<file path="config.mk">
export PLATFORM = sky130hd
export DESIGN_NAME = veri_yolu_birimi_ardisik_flat
export DESIGN_NICKNAME = d
export VERILOG_FILES = /design/src/rtl/veri_yolu_birimi_ardisik_pkg.sv /design/src/rtl/veri_yolu_birimi_ardisik_if.sv /design/src/rtl/vyb_bekleyen_fifo.sv /design/src/rtl/veri_yolu_birimi_ardisik.sv /design/src/flat_wrapper.sv
export SDC_FILE = /design/constraint.sdc
export NUM_CORES = 1
export LEC_CHECK = 0
export BUFFER_PORTS_ARGS = -buffer_cell sky130_fd_sc_hd__buf_2
export CAP_MARGIN = 20
export CORE_MARGIN = 2
export CORE_UTILIZATION = 51
export DETAILED_ROUTE_END_ITERATION = 8
export PLACE_DENSITY = 0.91
export SLEW_MARGIN = 20
export SYNTH_ARGS = -nofsm -noshare
export SYNTH_HDL_FRONTEND = slang
export SYNTH_SLANG_ARGS = --single-unit
</file>
<file path="constraint.sdc">
create_clock -name clk_i -period 3.6 [get_ports clk_i]
set_input_delay 1.08 -clock clk_i [delete_from_list [all_inputs] [get_ports clk_i]]
set_output_delay 1.08 -clock clk_i [all_outputs]
set_load 0.01 [all_outputs]
</file>
<file path="src/rtl/veri_yolu_birimi_ardisik_pkg.sv">
// Shared access-size codes and the per-read metadata carried through the pending FIFO.
package veri_yolu_birimi_ardisik_pkg;

    localparam logic [1:0] BOYUT_BAYT     = 2'd0;
    localparam logic [1:0] BOYUT_YARIM    = 2'd1;
    localparam logic [1:0] BOYUT_KELIME   = 2'd2;
    localparam logic [1:0] BOYUT_GECERSIZ = 2'd3;

    // Offset (2) + size (2) + signed flag (1)
    localparam int unsigned META_BIT = 2 + 2 + 1;

    typedef struct packed {
        logic [1:0] ofs;
        logic [1:0] boyut;
        logic       isaretli;
    } meta_t;

endpackage

</file>
<file path="src/rtl/veri_yolu_birimi_ardisik_if.sv">
// Request bundle from the memory-stage issue logic and the L1 data controller channel.
// master: the load/store unit; slave: the issue logic together with the L1 side.
interface veri_yolu_birimi_ardisik_if #(
    parameter int unsigned ADRES_BIT = 32,
    parameter int unsigned VERI_BIT  = 32
);
    localparam int unsigned VERI_BYTE = VERI_BIT / 8;

    logic                 bib_istek_gecerli;
    logic                 bib_istek_hazir;
    logic                 bib_istek_yaz;
    logic [ADRES_BIT-1:0] bib_istek_adres;
    logic [VERI_BIT-1:0]  bib_istek_veri;
    logic [1:0]           bib_istek_boyut;
    logic                 bib_istek_isaretli;

    logic                 port_istek_gecerli;
    logic                 port_istek_hazir;
    logic [ADRES_BIT-1:0] port_istek_adres;
    logic                 port_istek_yaz;
    logic [VERI_BIT-1:0]  port_istek_veri;
    logic [VERI_BYTE-1:0] port_istek_maske;
    logic [VERI_BIT-1:0]  port_veri;
    logic                 port_veri_gecerli;
    logic                 port_veri_hazir;

    modport master (
        input  bib_istek_gecerli, bib_istek_yaz, bib_istek_adres, bib_istek_veri,
        input  bib_istek_boyut, bib_istek_isaretli,
        output bib_istek_hazir,
        output port_istek_gecerli, port_istek_adres, port_istek_yaz, port_istek_veri,
        output port_istek_maske, port_veri_hazir,
        input  port_istek_hazir, port_veri, port_veri_gecerli
    );

    modport slave (
        output bib_istek_gecerli, bib_istek_yaz, bib_istek_adres, bib_istek_veri,
        output bib_istek_boyut, bib_istek_isaretli,
        input  bib_istek_hazir,
        input  port_istek_gecerli, port_istek_adres, port_istek_yaz, port_istek_veri,
        input  port_istek_maske, port_veri_hazir,
        output port_istek_hazir, port_veri, port_veri_gecerli
    );

endinterface

</file>
<file path="src/rtl/vyb_bekleyen_fifo.sv">
// Small synchronous FIFO for in-order trackers; combinational read of the head entry.
module vyb_bekleyen_fifo #(
    parameter int unsigned GENISLIK = 5,
    parameter int unsigned DERINLIK = 4,
    localparam int unsigned PTR_BIT = $clog2(DERINLIK)
) (
    input  logic                clk_i,
    input  logic                rstn_i,
    input  logic                yaz_i,
    input  logic [GENISLIK-1:0] veri_i,
    input  logic                oku_i,
    output logic [GENISLIK-1:0] veri_o,
    output logic                dolu_o,
    output logic                bos_o,
    output logic [PTR_BIT:0]    sayac_o
);

    logic [GENISLIK-1:0] mem_q [DERINLIK];
    logic [PTR_BIT-1:0]  yaz_ptr_q;
    logic [PTR_BIT-1:0]  oku_ptr_q;
    logic [PTR_BIT:0]    sayac_q;
    logic                yaz_et;
    logic                oku_et;

    assign dolu_o  = (sayac_q == (PTR_BIT+1)'(DERINLIK));
    assign bos_o   = (sayac_q == '0);
    assign sayac_o = sayac_q;
    assign veri_o  = mem_q[oku_ptr_q];
    assign yaz_et  = yaz_i && !dolu_o;
    assign oku_et  = oku_i && !bos_o;

    // Storage, power-of-two pointers that wrap naturally, and occupancy count
    always_ff @(posedge clk_i) begin
        if (!rstn_i) begin
            yaz_ptr_q <= '0;
            oku_ptr_q <= '0;
            sayac_q   <= '0;
            for (int i = 0; i < int'(DERINLIK); i++) begin
                mem_q[i] <= '0;
            end
        end else begin
            if (yaz_et) begin
                mem_q[yaz_ptr_q] <= veri_i;
                yaz_ptr_q        <= yaz_ptr_q + PTR_BIT'(1);
            end
            if (oku_et) begin
                oku_ptr_q <= oku_ptr_q + PTR_BIT'(1);
            end
            if (yaz_et && !oku_et) begin
                sayac_q <= sayac_q + (PTR_BIT+1)'(1);
            end else if (!yaz_et && oku_et) begin
                sayac_q <= sayac_q - (PTR_BIT+1)'(1);
            end
        end
    end

endmodule

</file>
<file path="src/rtl/veri_yolu_birimi_ardisik.sv">
// Pipelined load/store port: one-entry issue register towards L1, in-order read tracking,
// store lane formatting and load extraction with sign/zero extension.
module veri_yolu_birimi_ardisik
    import veri_yolu_birimi_ardisik_pkg::*;
#(
    parameter int unsigned ADRES_BIT         = 32,
    parameter int unsigned VERI_BIT          = 32,
    parameter int unsigned BEKLEYEN_DERINLIK = 4
) (
    input  logic                 clk_i,
    input  logic                 rstn_i,
    veri_yolu_birimi_ardisik_if.master vy,
    output logic [VERI_BIT-1:0]  bellek_veri_o,
    output logic                 bellek_gecerli_o,
    output logic                 bellek_yaz_tamam_o,
    output logic                 bellek_hata_o,
    output logic [ADRES_BIT-1:0] bellek_hata_adres_o,
    output logic                 bos_o
);

    localparam int unsigned VERI_BYTE = VERI_BIT / 8;
    localparam int unsigned SAYAC_BIT = $clog2(BEKLEYEN_DERINLIK) + 1;

    function automatic logic hizali_mi(input logic [1:0] boyut, input logic [1:0] ofs);
        case (boyut)
            BOYUT_BAYT:     return 1'b1;
            BOYUT_YARIM:    return !ofs[0];
            BOYUT_KELIME:   return (ofs == 2'd0);
            BOYUT_GECERSIZ: return 1'b0;
            default:        return 1'b0;
        endcase
    endfunction

    function automatic logic [VERI_BYTE-1:0] maske_uret(input logic [1:0] boyut,
                                                       input logic [1:0] ofs);
        logic [VERI_BYTE-1:0] taban;
        case (boyut)
            BOYUT_BAYT:  taban = VERI_BYTE'(1);
            BOYUT_YARIM: taban = VERI_BYTE'(3);
            default:     taban = '1;
        endcase
        return taban << ofs;
    endfunction

    function automatic logic [VERI_BIT-1:0] yukle_ayikla(input logic [VERI_BIT-1:0] ham,
                                                        input meta_t m);
        logic [VERI_BIT-1:0] kay;
        kay = ham >> {m.ofs, 3'b000};
        case (m.boyut)
            BOYUT_BAYT:  return {{(VERI_BIT-8){m.isaretli & kay[7]}}, kay[7:0]};
            BOYUT_YARIM: return {{(VERI_BIT-16){m.isaretli & kay[15]}}, kay[15:0]};
            default:     return kay;
        endcase
    endfunction

    logic                 dolu_q, dolu_d;
    logic [ADRES_BIT-1:0] adres_q, adres_d;
    logic                 yaz_q, yaz_d;
    logic [VERI_BIT-1:0]  veri_q, veri_d;
    logic [VERI_BYTE-1:0] maske_q, maske_d;

    logic                 hata_q, yaz_tamam_q, gecerli_q;
    logic [ADRES_BIT-1:0] hata_adres_q;
    logic [VERI_BIT-1:0]  sonuc_q;

    logic                 port_el, bib_hazir, kabul, hizali, yukle_kabul, cevap;
    logic [1:0]           ofs;
    logic                 fifo_dolu, fifo_bos;
    logic [SAYAC_BIT-1:0] sayac;
    meta_t                meta_yaz, meta_oku;

    assign ofs         = vy.bib_istek_adres[1:0];
    assign hizali      = hizali_mi(vy.bib_istek_boyut, ofs);
    assign port_el     = dolu_q && vy.port_istek_hazir;
    // A full tracker also stalls stores so responses never need reordering
    assign bib_hazir   = (!dolu_q || port_el) && !fifo_dolu;
    assign kabul       = vy.bib_istek_gecerli && bib_hazir;
    assign yukle_kabul = kabul && hizali && !vy.bib_istek_yaz;
    assign cevap       = vy.port_veri_gecerli && !fifo_bos;
    assign meta_yaz    = '{ofs: ofs, boyut: vy.bib_istek_boyut,
                           isaretli: vy.bib_istek_isaretli};

    vyb_bekleyen_fifo #(
        .GENISLIK (META_BIT),
        .DERINLIK (BEKLEYEN_DERINLIK)
    ) u_bekleyen (
        .clk_i   (clk_i),
        .rstn_i  (rstn_i),
        .yaz_i   (yukle_kabul),
        .veri_i  (meta_yaz),
        .oku_i   (cevap),
        .veri_o  (meta_oku),
        .dolu_o  (fifo_dolu),
        .bos_o   (fifo_bos),
        .sayac_o (sayac)
    );

    // Issue register next state: drain on handshake, refill on aligned accept
    always_comb begin
        dolu_d  = dolu_q;
        adres_d = adres_q;
        yaz_d   = yaz_q;
        veri_d  = veri_q;
        maske_d = maske_q;
        if (port_el) begin
            dolu_d = 1'b0;
        end
        if (kabul && hizali) begin
            dolu_d  = 1'b1;
            adres_d = {vy.bib_istek_adres[ADRES_BIT-1:2], 2'b00};
            yaz_d   = vy.bib_istek_yaz;
            if (vy.bib_istek_yaz) begin
                veri_d  = vy.bib_istek_veri << {ofs, 3'b000};
                maske_d = maske_uret(vy.bib_istek_boyut, ofs);
            end else begin
                veri_d  = '0;
                maske_d = '1;
            end
        end
    end

    // Issue register and one-cycle status/result outputs
    always_ff @(posedge clk_i) begin
        if (!rstn_i) begin
            dolu_q       <= 1'b0;
            adres_q      <= '0;
            yaz_q        <= 1'b0;
            veri_q       <= '0;
            maske_q      <= '0;
            hata_q       <= 1'b0;
            hata_adres_q <= '0;
            yaz_tamam_q  <= 1'b0;
            gecerli_q    <= 1'b0;
            sonuc_q      <= '0;
        end else begin
            dolu_q      <= dolu_d;
            adres_q     <= adres_d;
            yaz_q       <= yaz_d;
            veri_q      <= veri_d;
            maske_q     <= maske_d;
            hata_q      <= kabul && !hizali;
            yaz_tamam_q <= port_el && yaz_q;
            gecerli_q   <= cevap;
            if (kabul && !hizali) begin
                hata_adres_q <= vy.bib_istek_adres;
            end
            if (cevap) begin
                sonuc_q <= yukle_ayikla(vy.port_veri, meta_oku);
            end
        end
    end

    assign vy.bib_istek_hazir    = bib_hazir;
    assign vy.port_istek_gecerli = dolu_q;
    assign vy.port_istek_adres   = adres_q;
    assign vy.port_istek_yaz     = yaz_q;
    assign vy.port_istek_veri    = veri_q;
    assign vy.port_istek_maske   = maske_q;
    assign vy.port_veri_hazir    = !fifo_bos;

    assign bellek_veri_o       = sonuc_q;
    assign bellek_gecerli_o    = gecerli_q;
    assign bellek_yaz_tamam_o  = yaz_tamam_q;
    assign bellek_hata_o       = hata_q;
    assign bellek_hata_adres_o = hata_adres_q;
    assign bos_o               = !dolu_q && (sayac == '0);

endmodule

</file>
<file path="src/flat_wrapper.sv">
// flat-port wrapper written by rule: the top's interface ports become plain ports
module veri_yolu_birimi_ardisik_flat import veri_yolu_birimi_ardisik_pkg::*;
#(
    parameter int unsigned ADRES_BIT         = 32,
    parameter int unsigned VERI_BIT          = 32,
    parameter int unsigned BEKLEYEN_DERINLIK = 4
)
  (clk_i, rstn_i, bellek_veri_o, bellek_gecerli_o, bellek_yaz_tamam_o, bellek_hata_o, bellek_hata_adres_o, bos_o, vy_bib_istek_gecerli, vy_bib_istek_yaz, vy_bib_istek_adres, vy_bib_istek_veri, vy_bib_istek_boyut, vy_bib_istek_isaretli, vy_bib_istek_hazir, vy_port_istek_gecerli, vy_port_istek_adres, vy_port_istek_yaz, vy_port_istek_veri, vy_port_istek_maske, vy_port_veri_hazir, vy_port_istek_hazir, vy_port_veri, vy_port_veri_gecerli);
  veri_yolu_birimi_ardisik_if #(.ADRES_BIT(ADRES_BIT), .VERI_BIT(VERI_BIT)) vy_i ();
  input  logic clk_i;
  input  logic rstn_i;
  output logic [VERI_BIT-1:0] bellek_veri_o;
  output logic bellek_gecerli_o;
  output logic bellek_yaz_tamam_o;
  output logic bellek_hata_o;
  output logic [ADRES_BIT-1:0] bellek_hata_adres_o;
  output logic bos_o;
  input wire logic [$bits(vy_i.bib_istek_gecerli)-1:0] vy_bib_istek_gecerli;
  input wire logic [$bits(vy_i.bib_istek_yaz)-1:0] vy_bib_istek_yaz;
  input wire logic [$bits(vy_i.bib_istek_adres)-1:0] vy_bib_istek_adres;
  input wire logic [$bits(vy_i.bib_istek_veri)-1:0] vy_bib_istek_veri;
  input wire logic [$bits(vy_i.bib_istek_boyut)-1:0] vy_bib_istek_boyut;
  input wire logic [$bits(vy_i.bib_istek_isaretli)-1:0] vy_bib_istek_isaretli;
  output wire logic [$bits(vy_i.bib_istek_hazir)-1:0] vy_bib_istek_hazir;
  output wire logic [$bits(vy_i.port_istek_gecerli)-1:0] vy_port_istek_gecerli;
  output wire logic [$bits(vy_i.port_istek_adres)-1:0] vy_port_istek_adres;
  output wire logic [$bits(vy_i.port_istek_yaz)-1:0] vy_port_istek_yaz;
  output wire logic [$bits(vy_i.port_istek_veri)-1:0] vy_port_istek_veri;
  output wire logic [$bits(vy_i.port_istek_maske)-1:0] vy_port_istek_maske;
  output wire logic [$bits(vy_i.port_veri_hazir)-1:0] vy_port_veri_hazir;
  input wire logic [$bits(vy_i.port_istek_hazir)-1:0] vy_port_istek_hazir;
  input wire logic [$bits(vy_i.port_veri)-1:0] vy_port_veri;
  input wire logic [$bits(vy_i.port_veri_gecerli)-1:0] vy_port_veri_gecerli;
  assign vy_i.bib_istek_gecerli = vy_bib_istek_gecerli;
  assign vy_i.bib_istek_yaz = vy_bib_istek_yaz;
  assign vy_i.bib_istek_adres = vy_bib_istek_adres;
  assign vy_i.bib_istek_veri = vy_bib_istek_veri;
  assign vy_i.bib_istek_boyut = vy_bib_istek_boyut;
  assign vy_i.bib_istek_isaretli = vy_bib_istek_isaretli;
  assign vy_bib_istek_hazir = vy_i.bib_istek_hazir;
  assign vy_port_istek_gecerli = vy_i.port_istek_gecerli;
  assign vy_port_istek_adres = vy_i.port_istek_adres;
  assign vy_port_istek_yaz = vy_i.port_istek_yaz;
  assign vy_port_istek_veri = vy_i.port_istek_veri;
  assign vy_port_istek_maske = vy_i.port_istek_maske;
  assign vy_port_veri_hazir = vy_i.port_veri_hazir;
  assign vy_i.port_istek_hazir = vy_port_istek_hazir;
  assign vy_i.port_veri = vy_port_veri;
  assign vy_i.port_veri_gecerli = vy_port_veri_gecerli;
  veri_yolu_birimi_ardisik #(.ADRES_BIT(ADRES_BIT), .VERI_BIT(VERI_BIT), .BEKLEYEN_DERINLIK(BEKLEYEN_DERINLIK)) u_core (.clk_i(clk_i), .rstn_i(rstn_i), .vy(vy_i), .bellek_veri_o(bellek_veri_o), .bellek_gecerli_o(bellek_gecerli_o), .bellek_yaz_tamam_o(bellek_yaz_tamam_o), .bellek_hata_o(bellek_hata_o), .bellek_hata_adres_o(bellek_hata_adres_o), .bos_o(bos_o));
endmodule
</file>
Word level (Yosys, flattened, before mapping)

Memory sizes are Yosys's and may differ from the RTL's. A register that Yosys moved wholly into a read port is not among the register bits.
Cells that the tools add are included.

Bits in registers: 142
RAM bits: 20
Input bits: 105
Output and inout port bits: 140
Word-level logic and storage cells: 77
Memories: 1

Add/sub/neg operators: 4
Eq/ne operators: 5
Shift operators: 3
Muxes and demuxes: 20
Bitwise operators: 2
Reduce and logical (&&, ||, !) cells: 29

Memories:

| memory                  | words | bits a word | read ports | clocked after memory_dff | write ports | line                    | RTL |
|---|---|---|---|---|---|---|---|
| u_core.u_bekleyen.mem_q | 4     | 5           | 1          | 1                        | 4           | vyb_bekleyen_fifo.sv:18 | `logic [GENISLIK-1:0] mem_q [DERINLIK];` |

Operators with widths:

| operator                                                           | number |
|---|---|
| 32-bit one-hot mux with 2 select lines                             | 1 |
| 32-bit two-way mux                                                 | 1 |
| 32-bit by 5-bit left shift with 32-bit output                      | 1 |
| 32-bit by 5-bit >> shifter with 32-bit output                      | 1 |
| 1-bit logical AND                                                  | 13 |
| 4-bit two-way mux                                                  | 3 |
| 1-bit logical NOT                                                  | 8 |
| 4-bit one-hot mux with 2 select lines                              | 1 |
| 1-bit two-way mux                                                  | 7 |
| 2-bit logical NOT                                                  | 3 |
| 2-bit two-way mux                                                  | 3 |
| 3-bit two-way mux                                                  | 2 |
| 5-bit two-way mux                                                  | 1 |
| 5-bit OR reduction                                                 | 1 |
| 2-bit by 1-bit adder with 2-bit output, second input constant      | 2 |
| 2-bit by 1-bit == test with 1-bit output, second input constant    | 2 |
| 2-bit == test, second input constant                               | 2 |
| 1-bit one-hot mux with 4 select lines                              | 1 |
| 2-bit nonzero test                                                 | 2 |
| 4-bit by 2-bit left shift with 4-bit output                        | 1 |
| 3-bit by 1-bit adder with 3-bit output, second input constant      | 1 |
| 3-bit == test, second input constant                               | 1 |
| 3-bit logical NOT                                                  | 1 |
| 3-bit by 1-bit subtractor with 3-bit output, second input constant | 1 |
| other kinds (2)                                                    | 3 |

Longest topological paths before layout

Depth after elaboration: 12
Depth in mapped cells: 10
Depth with buffers taken out: 9

By module

Synthesis repeated with hierarchy kept, for this count alone.

Cells, all modules: 801
Area, all modules: 7474.7 um^2

By module, submodules not included:

| module                   | times used | cells an instance | area each (um^2) | sequential area each (um^2) |
|---|---|---|---|---|
| veri_yolu_birimi_ardisik | 1          | 705               | 6144.6           | 2702.6 |
| vyb_bekleyen_fifo        | 1          | 96                | 1330.0           | 780.7 |

Worst setup path before layout

OpenSTA, ideal clock, no wires.

Path kind: input port to flip-flop
Start: input vy_bib_istek_adres[1]
End: register u_core.u_bekleyen.sayac_q[2], in the netlist u_core.u_bekleyen.sayac_o[2]
Setup time: 76 ps
Arrival time: 3115 ps
Data required time: 3524 ps
Path slack: 410 ps
Cell stages on the path: 10
Cell sequence: buf_2 o21a_1 o22a_1 nor3_1 ha_1 inv_1 fa_1 xor2_1 or3_1 a21boi_0

Word-level cells in the longest chain between the ends: 8
Elaborated cells between the ends (all ways): 10

Ends and longest elaborated chain:

| what                                    | line                           | RTL |
|---|---|---|
| start: declaration                      | flat_wrapper.sv:20             | `input wire logic [$bits(vy_i.bib_istek_adres)-1:0] vy_bib_istek_adres;` |
| 2-bit logical NOT *                     | veri_yolu_birimi_ardisik.sv:28 | `BOYUT_KELIME: return (ofs == 2'd0);` |
| 1-bit one-hot mux with 4 select lines * | veri_yolu_birimi_ardisik.sv:25 | `case (boyut)` |
| 1-bit logical AND * (2 in series)       | veri_yolu_birimi_ardisik.sv:78 | `assign yukle_kabul = kabul && hizali && !vy.bib_istek_yaz;` |
| 1-bit logical AND *                     | vyb_bekleyen_fifo.sv:29        | `assign yaz_et = yaz_i && !dolu_o;` |
| named net u_core.u_bekleyen.yaz_et      | vyb_bekleyen_fifo.sv:22        | `logic yaz_et;` |
| 1-bit logical NOT                       | vyb_bekleyen_fifo.sv:51        | `end else if (!yaz_et && oku_et) begin` |
| 1-bit logical AND                       | vyb_bekleyen_fifo.sv:51        |  |
| 2-bit nonzero test (no line)            | --                             |  |
| end signal: assignment                  | vyb_bekleyen_fifo.sv:50        | `sayac_q <= sayac_q + (PTR_BIT+1)'(1);` |
| end signal: assignment                  | vyb_bekleyen_fifo.sv:52        | `sayac_q <= sayac_q - (PTR_BIT+1)'(1);` |
| end: declaration                        | vyb_bekleyen_fifo.sv:21        | `logic [PTR_BIT:0] sayac_q;` |

The timed path passes the listed nets; every way through them passes the cells marked *.
A chain may end at the register's enable or synchronous reset.

Worst setup path in the final report

Start: input vy_port_istek_hazir
End: register u_core.u_bekleyen.sayac_q[2], in the netlist u_core.u_bekleyen.sayac_o[2]

Word-level cells in the longest chain between the ends: 10
Elaborated cells between the ends (all ways): 12

Ends and longest elaborated chain:

| what                               | line                           | RTL |
|---|---|---|
| start: declaration                 | flat_wrapper.sv:31             | `input wire logic [$bits(vy_i.port_istek_hazir)-1:0] vy_port_istek_hazir;` |
| 1-bit logical AND *                | veri_yolu_birimi_ardisik.sv:74 | `assign port_el = dolu_q && vy.port_istek_hazir;` |
| 1-bit logical OR *                 | veri_yolu_birimi_ardisik.sv:76 | `assign bib_hazir = (!dolu_q \|\| port_el) && !fifo_dolu;` |
| 1-bit logical AND *                | veri_yolu_birimi_ardisik.sv:76 |  |
| 1-bit logical AND *                | veri_yolu_birimi_ardisik.sv:77 | `assign kabul = vy.bib_istek_gecerli && bib_hazir;` |
| 1-bit logical AND * (2 in series)  | veri_yolu_birimi_ardisik.sv:78 |  |
| 1-bit logical AND *                | vyb_bekleyen_fifo.sv:29        |  |
| named net u_core.u_bekleyen.yaz_et | vyb_bekleyen_fifo.sv:22        |  |
| 1-bit logical NOT                  | vyb_bekleyen_fifo.sv:51        |  |
| 1-bit logical AND                  | vyb_bekleyen_fifo.sv:51        |  |
| 2-bit nonzero test (no line)       | --                             |  |

Marks and branches as above.

==> impl_metrics.toml <==
[layout]
nets = 1131
diodes = 0
layout-drive-gt1-share = 0.306
area_growth_pct = 24.8
stdcell_area_um2 = 9220

[setup_path]
crit_path_end_kind = "flop"
crit_start = "vy_port_istek_hazir"
critical_path_class = "in -> reg"
cp.required_ns = 3.95
startpoint_type = "input pin"
worstPathArrival_ns = 3.23
reg2reg_from = "u_core.u_bekleyen.sayac_o[0]"
r2r_slack_ns = 0.97
crit_fanout = 5

[synth]
synth_ff_type = "dfxtp_1"
ys_seq_elements = 164
synthCells = 811
yosysWarnings = 0
synth_edf_count = 20
yosysUniqueCellTypes = 55
synth-async-reset-ratio = 0
yosysSeqAreaShare = 0.472
synth.avg_cell_area_um2 = 9.10
netlist_area_um2 = 7380

[power_and_ir_drop]
peakVddDrop_uv = 584
power.internal_uw = 3710
p_sw_frac = 0.311
clock_power_share = 0.338
p_switching_uw = 1680
leakage_uw = 0.00408
p_seq_frac = 0.407
powerDensity_nw_per_um2 = 585
power_frac_comb = 0.254

[hold_path]
hp-start = "u_core.vy.port_istek_adres[29]"
hold_path.class = "reg -> reg"

[timing]
rsz0062_at_grt = "false"
skew_ns = 0.00926
relSlewSlack = 0.502
finalSetupTns_ns = 0
hold_viol = 0
fin_crit_ns = 2.88
fmax_ghz = 0.347
fin_crit_sh = 0.800
worst_pin_slew_ns = 0.740
finalSetupViolations = 0
drv_slew = 0

[clocking]
cts_hold_buffers = 0
root_buffer = "clkbuf_16"
cts_tree = "done"
ctsResizeCount = 0
htree_num_levels = 4
cts_buffers = 17
clock_insertion_delay_worst_skew_ns = 0.42
post-cts-setup-buffers = 0
clkTransAtPathRegs_ns = 0.06
cts_num_sinks = 164
cts_max_path_buffers = 2

[placement]
place_area_um2 = 8610
numPortBuffers = 242
gp_congestion = 0.920
dp_hpwl_um = 14000

[global_route]
antenna_found_initial = 0
grt-ovfl-total = 0
gr-usage-all-layers = 0.256
grt_max_degree = 63
grt_pass1_vias = 6394
grt_pass1_wl_um = 32300

[floorplanning]
core_um2 = 14000
die_y_um = 124
start_util = 0.528
die_area_um2 = 15500
num_io_pins = 245
placementRows = 43
dieWidth_um = 124

[routing]
dr.first_iter.drc_count = 475
vias_per_cell = 5.45
wl_per_cell_um = 16.2
drc_errors = 0
drtAntennaViolNets = 0
vias = 6634
first_pass_iters = 5
drt_wl_total_um = 19700

[run]
drv_cap = 0

[outcome]
status = "finished, final reports clean"
[placed cells by master (no fill, tap or decap), types with 4 or more instances in the layout]
cell and instances:
a21boi_0 104, a21oi_1 9, a22oi_1 7, and2_1 15
buf_2 241, buf_4 17, clkbuf_16 17, clkbuf_8 4
dfxtp_1 144, edfxtp_1 20, mux2_2 8, mux2i_1 42
nand2_1 220, nand2b_1 4, nand3_1 25, nor2_1 24
nor2b_1 8, nor3b_1 9, o2111ai_1 8, o21ai_0 24
o221a_2 8, o2bb2ai_1 7, or3_1 11
[power by group through the flow]
stage / clock network (µW) / logic, µW / registers, µW
floorplan: 0 / 850 / 2290
global placement: 0 / 1340 / 2220
detailed placement: 0 / 1370 / 2230
CTS: 1850 / 1370 / 2200
global route: 1930 / 1510 / 2220
finish: 1820 / 1370 / 2200
[layout make-up]
class	instances	area [µm²]
fill	1158	4770
multi-input combinational	578	3550
sequential	164	3480
timing repair buffer	258	1330
clock buffer	21	480
tap	180	225
clock inverter	11	121
inverter	5	18.8
[stage by stage]
step,hold WS (ns),utilization,setup slack (ns),power [µW],cells
2_1_floorplan,0.485,-,0.410,3140,812
3_3_place_gp,0.446,0.616,0.355,3560,1185
3_5_place_dp,0.450,0.616,0.300,3600,1185
4_1_cts,0.459,0.659,0.731,5420,1217
5_1_grt,0.477,0.659,0.586,5660,1217
6_report,0.457,0.659,0.718,5390,1217
[state kept, by name, indices dropped and copies added (netlist names), 2 cells and up, named ones only]
register	cells
u_core.u_bekleyen.yaz_ptr_q	2
u_core.u_bekleyen.oku_ptr_q	2
u_core.vy.port_istek_maske	4
u_core.u_bekleyen.mem_q	20
u_core.vy.port_istek_veri	32
u_core.u_bekleyen.sayac_o	3
u_core.bellek_veri_o	32
u_core.vy.port_istek_adres	30
u_core.bellek_hata_adres_o	32
[worst max-delay path: stages]
cell      delay [ns]
buf_2           0.09
nor2b_1         0.07
a211o_1         0.37
nor3_1          0.32
ha_1            0.24
inv_1           0.06
fa_1            0.38
xor2_1          0.16
or3_1           0.30
a21boi_0        0.15
[cells in the mapped netlist, drive strengths merged (2+ instances only)]
cell type / n / area, µm²
a21boi: 104 / 781
a21oi: 9 / 45.0
a22oi: 7 / 52.6
and2: 15 / 93.8
and4: 2 / 17.5
buf: 24 / 148
clkbuf: 41 / 194
clkinv: 2 / 7.51
dfxtp: 144 / 2880
edfxtp: 20 / 601
inv: 3 / 11.3
mux2: 8 / 90.1
mux2i: 42 / 420
mux4: 5 / 120
nand2: 220 / 826
nand2b: 4 / 25.0
nand3: 25 / 125
nand3b: 2 / 15.0
nor2: 26 / 100
nor2b: 9 / 56.3
nor3: 2 / 10.0
nor3b: 9 / 67.6
o2111ai: 8 / 70.1
o211a: 3 / 30.0
o21a: 3 / 30.0
o21ai: 25 / 136
o221a: 8 / 90.1
o221ai: 2 / 17.5
o2bb2ai: 7 / 61.3
or3: 11 / 68.8
xnor2: 3 / 26.3
xor2: 3 / 26.3
[path summary, 6_finish.rpt]
path / end / cells after the start
worst min register to register: u_core.vy.port_istek_adres[29] / 2
worst max-delay path: u_core.u_bekleyen.sayac_o[2] / 10
worst max register to register: u_core.u_bekleyen.sayac_o[2] / 9
worst min-delay path: u_core.vy.port_istek_adres[29] / 2
[layer usage]
| layer | global-route usage | share of wire |
|---|---|---|
| met1 | 0.306 | 0.40 |
| met2 | 0.431 | 0.49 |
| met3 | 0.0924 | 0.086 |
| met4 | 0.0820 | 0.021 |
| met5 | 0 | 0 |
[cells by family after synthesis]
family	synth area share
multiplexers	0.0854
AND/OR/NAND/NOR	0.195
adder cells (fa/ha/maj)	0.00441
flip-flops	0.472
other	0.000508
XOR/XNOR	0.00712
buffers and inverters	0.0488
AO/OA/AOI/OAI	0.187
No activity file was read; power rests on OpenSTA's default activity.
